$ cat src/rtl/seq_det_pkg.sv
// Shared constants and helpers for the shared serial pattern detector.
// Holds the FSM state encodings and the pattern-length clamp.
package seq_det_pkg;

    localparam int NREQ_DEF  = 4;
    localparam int PAT_W_DEF = 8;
    localparam int CNT_W_DEF = 8;

    localparam logic [1:0] ST_IDLE = 2'd0;
    localparam logic [1:0] ST_RUN  = 2'd1;
    localparam logic [1:0] ST_DONE = 2'd2;

    // Length 0 means a single-bit pattern; anything longer than the window is cut to the window.
    function automatic logic [3:0] clamp_len(input logic [3:0] len, input int pat_w);
        logic [3:0] res;
        if (len == 4'd0) begin
            res = 4'd1;
        end else if (int'(len) > pat_w) begin
            res = 4'(pat_w);
        end else begin
            res = len;
        end
        return res;
    endfunction

endpackage

$ cat src/rtl/pattern_window_match.sv
// Shift-register window with a Mealy compare of the incoming bit against the
// low len bits of the pattern.
module pattern_window_match #(
    parameter int PAT_W = 8
) (
    input  logic             clk,
    input  logic             rst,
    input  logic [PAT_W-1:0] pattern,
    input  logic [3:0]       len,
    input  logic             din,
    input  logic             shift_en,
    input  logic             clr,
    output logic             hit,
    output logic [PAT_W-1:0] window_q
);

    logic [PAT_W-1:0] next_s;
    logic [PAT_W-1:0] mask_s;

    // Compare the window as it would look after this bit, so a match fires in the same cycle.
    always_comb begin
        next_s = {window_q[PAT_W-2:0], din};
        mask_s = {PAT_W{1'b0}};
        for (int i = 0; i < PAT_W; i++) begin
            mask_s[i] = (i < int'(len));
        end
        hit = shift_en && ((next_s & mask_s) == (pattern & mask_s));
    end

    // Window storage; clear wins over shift so a non-overlapping match restarts from zero.
    always_ff @(posedge clk or posedge rst) begin
        if (rst) begin
            window_q <= {PAT_W{1'b0}};
        end else if (clr) begin
            window_q <= {PAT_W{1'b0}};
        end else if (shift_en) begin
            window_q <= next_s;
        end else begin
            window_q <= window_q;
        end
    end

endmodule

$ cat src/rtl/seq_det_sched.sv
// One programmable pattern detector shared round-robin among NREQ serial
// requesters; reports per-burst match counts on done.
module seq_det_sched
    import seq_det_pkg::*;
#(
    parameter int NREQ  = NREQ_DEF,
    parameter int PAT_W = PAT_W_DEF,
    parameter int CNT_W = CNT_W_DEF,
    localparam int ID_W = (NREQ > 1) ? $clog2(NREQ) : 1
) (
    input  logic             clk,
    input  logic             rst,
    input  logic [PAT_W-1:0] cfg_pattern,
    input  logic [3:0]       cfg_len,
    input  logic             cfg_overlap,
    input  logic [NREQ-1:0]  req_valid,
    input  logic [NREQ-1:0]  req_bit,
    input  logic [NREQ-1:0]  req_last,
    output logic [NREQ-1:0]  gnt,
    output logic             match,
    output logic             done_vld,
    output logic [ID_W-1:0]  done_id,
    output logic [CNT_W-1:0] done_count
);

    logic [1:0]       state_r;
    logic [ID_W-1:0]  winner_r;
    logic [ID_W-1:0]  rr_ptr_r;
    logic [PAT_W-1:0] pat_r;
    logic [3:0]       len_r;
    logic             ovl_r;
    logic [CNT_W-1:0] cnt_r;

    logic [ID_W-1:0]  pick_s;
    logic [ID_W-1:0]  next_ptr_s;
    logic             accept_s;
    logic             bit_s;
    logic             last_s;
    logic             hit_s;
    logic             clr_s;
    logic [CNT_W-1:0] cnt_next_s;
    logic [PAT_W-1:0] window_unused_s;

    // Round-robin pick: first requester at or after rr_ptr, wrapping.
    always_comb begin
        int  idx;
        logic found;
        idx    = 0;
        found  = 1'b0;
        pick_s = rr_ptr_r;
        for (int k = 0; k < NREQ; k++) begin
            idx = int'(rr_ptr_r) + k;
            if (idx >= NREQ) begin
                idx = idx - NREQ;
            end else begin
                idx = idx;
            end
            if (!found && req_valid[idx]) begin
                found  = 1'b1;
                pick_s = ID_W'(idx);
            end else begin
                found  = found;
            end
        end
    end

    // Accepted-bit path, saturating match count and pointer rotation.
    always_comb begin
        accept_s = (state_r == ST_RUN) && req_valid[winner_r];
        bit_s    = req_bit[winner_r];
        last_s   = req_last[winner_r];
        clr_s    = (state_r == ST_IDLE) || (hit_s && !ovl_r);
        if (hit_s && (cnt_r != {CNT_W{1'b1}})) begin
            cnt_next_s = cnt_r + {{(CNT_W-1){1'b0}}, 1'b1};
        end else begin
            cnt_next_s = cnt_r;
        end
        if (winner_r == ID_W'(NREQ - 1)) begin
            next_ptr_s = {ID_W{1'b0}};
        end else begin
            next_ptr_s = winner_r + {{(ID_W-1){1'b0}}, 1'b1};
        end
    end

    pattern_window_match #(
        .PAT_W (PAT_W)
    ) u_match (
        .clk      (clk),
        .rst      (rst),
        .pattern  (pat_r),
        .len      (len_r),
        .din      (bit_s),
        .shift_en (accept_s),
        .clr      (clr_s),
        .hit      (hit_s),
        .window_q (window_unused_s)
    );

    assign match = hit_s;

    // Burst FSM: arbitrate and latch config, stream bits, then report once.
    always_ff @(posedge clk or posedge rst) begin
        if (rst) begin
            state_r    <= ST_IDLE;
            winner_r   <= {ID_W{1'b0}};
            rr_ptr_r   <= {ID_W{1'b0}};
            pat_r      <= {PAT_W{1'b0}};
            len_r      <= 4'd1;
            ovl_r      <= 1'b0;
            cnt_r      <= {CNT_W{1'b0}};
            gnt        <= {NREQ{1'b0}};
            done_vld   <= 1'b0;
            done_id    <= {ID_W{1'b0}};
            done_count <= {CNT_W{1'b0}};
        end else begin
            case (state_r)
                ST_IDLE: begin
                    done_vld <= 1'b0;
                    if (|req_valid) begin
                        winner_r <= pick_s;
                        pat_r    <= cfg_pattern;
                        len_r    <= clamp_len(cfg_len, PAT_W);
                        ovl_r    <= cfg_overlap;
                        cnt_r    <= {CNT_W{1'b0}};
                        gnt      <= {{(NREQ-1){1'b0}}, 1'b1} << pick_s;
                        state_r  <= ST_RUN;
                    end else begin
                        gnt <= {NREQ{1'b0}};
                    end
                end
                ST_RUN: begin
                    if (accept_s) begin
                        cnt_r <= cnt_next_s;
                        if (last_s) begin
                            state_r    <= ST_DONE;
                            gnt        <= {NREQ{1'b0}};
                            done_vld   <= 1'b1;
                            done_id    <= winner_r;
                            done_count <= cnt_next_s;
                        end
                    end
                end
                ST_DONE: begin
                    done_vld <= 1'b0;
                    rr_ptr_r <= next_ptr_s;
                    state_r  <= ST_IDLE;
                end
                default: begin
                    state_r  <= ST_IDLE;
                    gnt      <= {NREQ{1'b0}};
                    done_vld <= 1'b0;
                end
            endcase
        end
    end

endmodule

$ cat config.mk
export PLATFORM = sky130hd
export DESIGN_NAME = seq_det_sched
export DESIGN_NICKNAME = d
export VERILOG_FILES = /design/src/rtl/seq_det_pkg.sv /design/src/rtl/pattern_window_match.sv /design/src/rtl/seq_det_sched.sv
export SDC_FILE = /design/constraint.sdc
export NUM_CORES = 1
export LEC_CHECK = 0
export ABC_CLOCK_PERIOD_IN_PS = 5650
export BUFFER_PORTS_ARGS = -buffer_cell sky130_fd_sc_hd__buf_2
export CAP_MARGIN = 20
export CORE_MARGIN = 2
export CORE_UTILIZATION = 50
export CTS_CLUSTER_DIAMETER = 30
export CTS_CLUSTER_SIZE = 12
export DETAILED_ROUTE_END_ITERATION = 10
export PLACE_DENSITY = 0.72
export SLEW_MARGIN = 0
export SYNTH_ARGS = -nofsm -noshare
export SYNTH_HDL_FRONTEND = slang
export SYNTH_SLANG_ARGS = --single-unit
$ cat constraint.sdc
create_clock -name clk -period 5.65 [get_ports clk]
set_input_delay 0.2825 -clock clk [delete_from_list [all_inputs] [get_ports clk]]
set_output_delay 0.2825 -clock clk [all_outputs]
set_load 0.01 [all_outputs]
==> flow_metrics.tcl <==
set metrics [dict create \
    status "completed" \
    initial_core_util 0.513 \
    whs_ns 0.159 \
    die_h_um 75.9 \
    core_area_sq_um 5040 \
    syn_area_per_cell_sq_um 9.30 \
    worst_slack_ns 2.74 \
    top_usage_layer "met2" \
    synth-seq-cells 49 \
    p_leak_nw 1.43 \
    syn_inst 278 \
    synth_nets 307 \
    final.setup_skew_ns 0.00449 \
    tns_ns 0 \
    hold_viol 0 \
    synth_area_sq_um 2590 \
    clk_pin_slew_worst_paths_ns 0.08 \
    hp-class "in2reg" \
    routed_via_density 5.52 \
    rows 26 \
    synth_warnings 0 \
    worstSetupPathType "reg2out" \
    async_reset_ff_frac 1.00 \
    portBuffers 42 \
    cp.required_ns 5.37 \
    relSlewSlack 0.565 \
    area_growth_pct 14.3 \
    clockBufferDepth 2 \
    antenna_found_initial 0 \
    ys.flop_type "dfrtp_1" \
    fillerInstances 461 \
    p_total_w 0.00138 \
    r2r-end "done_count[3]$_DFFE_PP0P_" \
    grtUsageMet1 0.281 \
    ys_types 50 \
    grt_pass1_vias 2055 \
    startpoint_type "register" \
    ir_drop_mv 0.237 \
    overflow 0 \
    setup_viol 0 \
    cts_resized 0 \
    drive_gt1_frac 0.196 \
    startpoint "winner_r[0]$_DFFE_PP0P_" \
    crit_end "match" \
    dp_hpwl_um 3820 \
    grt_usage 0.202 \
    r2r_cells 7 \
    dr.pass1.iters 4 \
    num_io_pins 43 \
    first_iter_violations 146 \
    antenna-diode-count 0 \
    wirelength_um 5380 \
    grt_pass1_wl_um 9490 \
    power.density_nw_per_um2 465 \
    r2r_start "winner_r[0]$_DFFE_PP0P_" \
    cts_setup_buffers 0 \
    multi_input_area_sq_um 1250 \
    htree_levels 2 \
    grt_max_degree 50 \
    finalMaxSlewViolations 0 \
    clkSinkCount 49 \
    critPathMaxFanout 22 \
    ctsRootBufferMaster "clkbuf_8" \
    place.gp.congestion 0.835 \
    use_met3 0.0417 \
    cts_hold_buf 0 \
    crit_path_end_kind "output pin" \
    drc 0 \
    rsz0062_at_grt "no" \
    cts_tree "built" \
    worstMarginPinSlew_ns 0.652 \
    r2r_setup_slack_ns 2.93 \
    yosysSeqAreaShare 0.475 \
    place_ws_ns 2.94 \
    post_drt_wl_per_cell_um 13.9 \
    regArea_sq_um 1230 \
    met2_usage 0.319 \
    min_period_ns 2.91 \
    final_area_sq_um 2960 \
    placedInstanceArea_sq_um 2830 \
    cts-buffers-inserted 5 \
    crit_arrival_ns 2.62 \
    fin_nets 345 \
    die-area_sq_um 5760 \
    clock_latency_ns 0.30 \
    dr_total_vias 2138 \
    timing.fmax_ghz 0.344 \
    synth_edf_count 0 \
    finalCritPeriodShare 0.514 \
    max-cap-violations 0 \
    antenna_left 0 \
    die_w_um 75.9 \
]
-- power by group --
group	switching (W)	leakage (nW)	internal, W
clock network	0.000112	0.0542	0.000111
logic	0.000333	0.738	0.000235
registers	0.000117	0.636	0.000467
-- state kept, by name, indices dropped and copies added (netlist names) --
register and flops:
rr_ptr_r 2, done_id 2, cnt_r 8, winner_r 2, done_vld 1, pat_r 8
u_match.window_q 7, ovl_r 1, state_r 2, done_count 8, gnt 4, len_r 4
-- cell families (layout without fill, tap and decap cells) --
group,Yosys count,in the layout,synth area share
XOR/XNOR,8,8,0.0271
adder cells (fa/ha/maj),2,2,0.00967
buffers and inverters,24,63,0.0416
multiplexers,12,12,0.0571
AO/OA/AOI/OAI,59,59,0.162
AND/OR/NAND/NOR,124,124,0.228
flip-flops,49,49,0.475
-- per-layer routing --
layer	vias to the layer above	routed length, um
met4	0	62
met3	6	157
li1	1069	-
met1	1025	2570
met2	38	2590
met5	-	0
-- Yosys cell counts, drive strengths merged (2+ instances only) --
| cell | instances | area, sq um |
|---|---|---|
| inv | 9 | 33.8 |
| and3 | 7 | 43.8 |
| a21oi | 8 | 40.0 |
| nor2 | 21 | 78.8 |
| nand4b | 2 | 17.5 |
| or4 | 4 | 33.8 |
| nor3b | 2 | 15.0 |
| a31oi | 6 | 37.5 |
| ha | 2 | 25.0 |
| a21o | 2 | 15.0 |
| nor3 | 2 | 10.0 |
| nand4 | 2 | 12.5 |
| o21ai | 11 | 55.1 |
| clkbuf | 10 | 38.8 |
| mux2 | 2 | 22.5 |
| mux2i | 8 | 80.1 |
| dfrtp | 48 | 1200 |
| o31ai | 8 | 60.1 |
| o22ai | 2 | 12.5 |
| xor2 | 4 | 35.0 |
| nand2 | 58 | 218 |
| mux4 | 2 | 45.0 |
| o211ai | 4 | 30.0 |
| xnor2 | 4 | 35.0 |
| nand3 | 10 | 50.1 |
| o311ai | 5 | 43.8 |
| or3 | 3 | 18.8 |
| nor2b | 3 | 18.8 |
| nand2b | 4 | 25.0 |
| nand3b | 3 | 22.5 |
| o2bb2ai | 3 | 26.3 |
| a22o | 2 | 17.5 |
| buf | 5 | 35.0 |
-- cell usage in the layout, fill, tap and decap left out, types with 6 or more instances in the layout --
cell type and count:
nand3_1 10, clkbuf_8 7, o21ai_0 11, o31ai_1 8
a21oi_1 8, nor2_1 21, nand2_1 58, a31oi_1 6
inv_1 8, and3_1 7, buf_2 42, dfrtp_1 48
mux2i_1 8
-- layout make-up --
class | count | share of cell area
repair buffers | 46 | 0.0863
well taps | 70 | 0.0296
multi-input cells | 205 | 0.423
flip-flops and latches | 49 | 0.415
clock buffers | 7 | 0.0326
inverters | 9 | 0.0114
clock inverters | 1 | 0.00169
-- how the worst min path moves through the flow --
stage | from | endpoint | slack (ns) | depth (start not counted)
2_1_floorplan | cfg_len[3] | len_r[0]$_DFFE_PP1P_ | 0.35 | 1
3_3_place_gp | done_id[0]$_DFFE_PP0P_ | done_id[0]$_DFFE_PP0P_ | 0.46 | 2
3_5_place_dp | done_id[0]$_DFFE_PP0P_ | done_id[0]$_DFFE_PP0P_ | 0.47 | 2
4_1_cts | cfg_len[3] | len_r[0]$_DFFE_PP1P_ | 0.15 | 2
5_1_grt | cfg_len[3] | len_r[0]$_DFFE_PP1P_ | 0.15 | 2
6_report | cfg_len[3] | len_r[0]$_DFFE_PP1P_ | 0.16 | 2
-- critical path, stage by stage, from the launching register on --
cell and delay, ns:
dfrtp_1 0.51, nor3b_1 0.24, o2bb2ai_1 0.14, buf_4 0.28
o2111ai_1 0.20, or3b_4 0.54, inv_1 0.22, buf_2 0.18
-- through the flow --
stage           util  cells
3_5_place_dp   0.560    377
4_1_cts        0.580    385
5_1_grt        0.586    387
3_3_place_gp   0.560    377
2_1_floorplan      -    278
6_report       0.586    387
No activity file was read; power rests on OpenSTA's default activity.
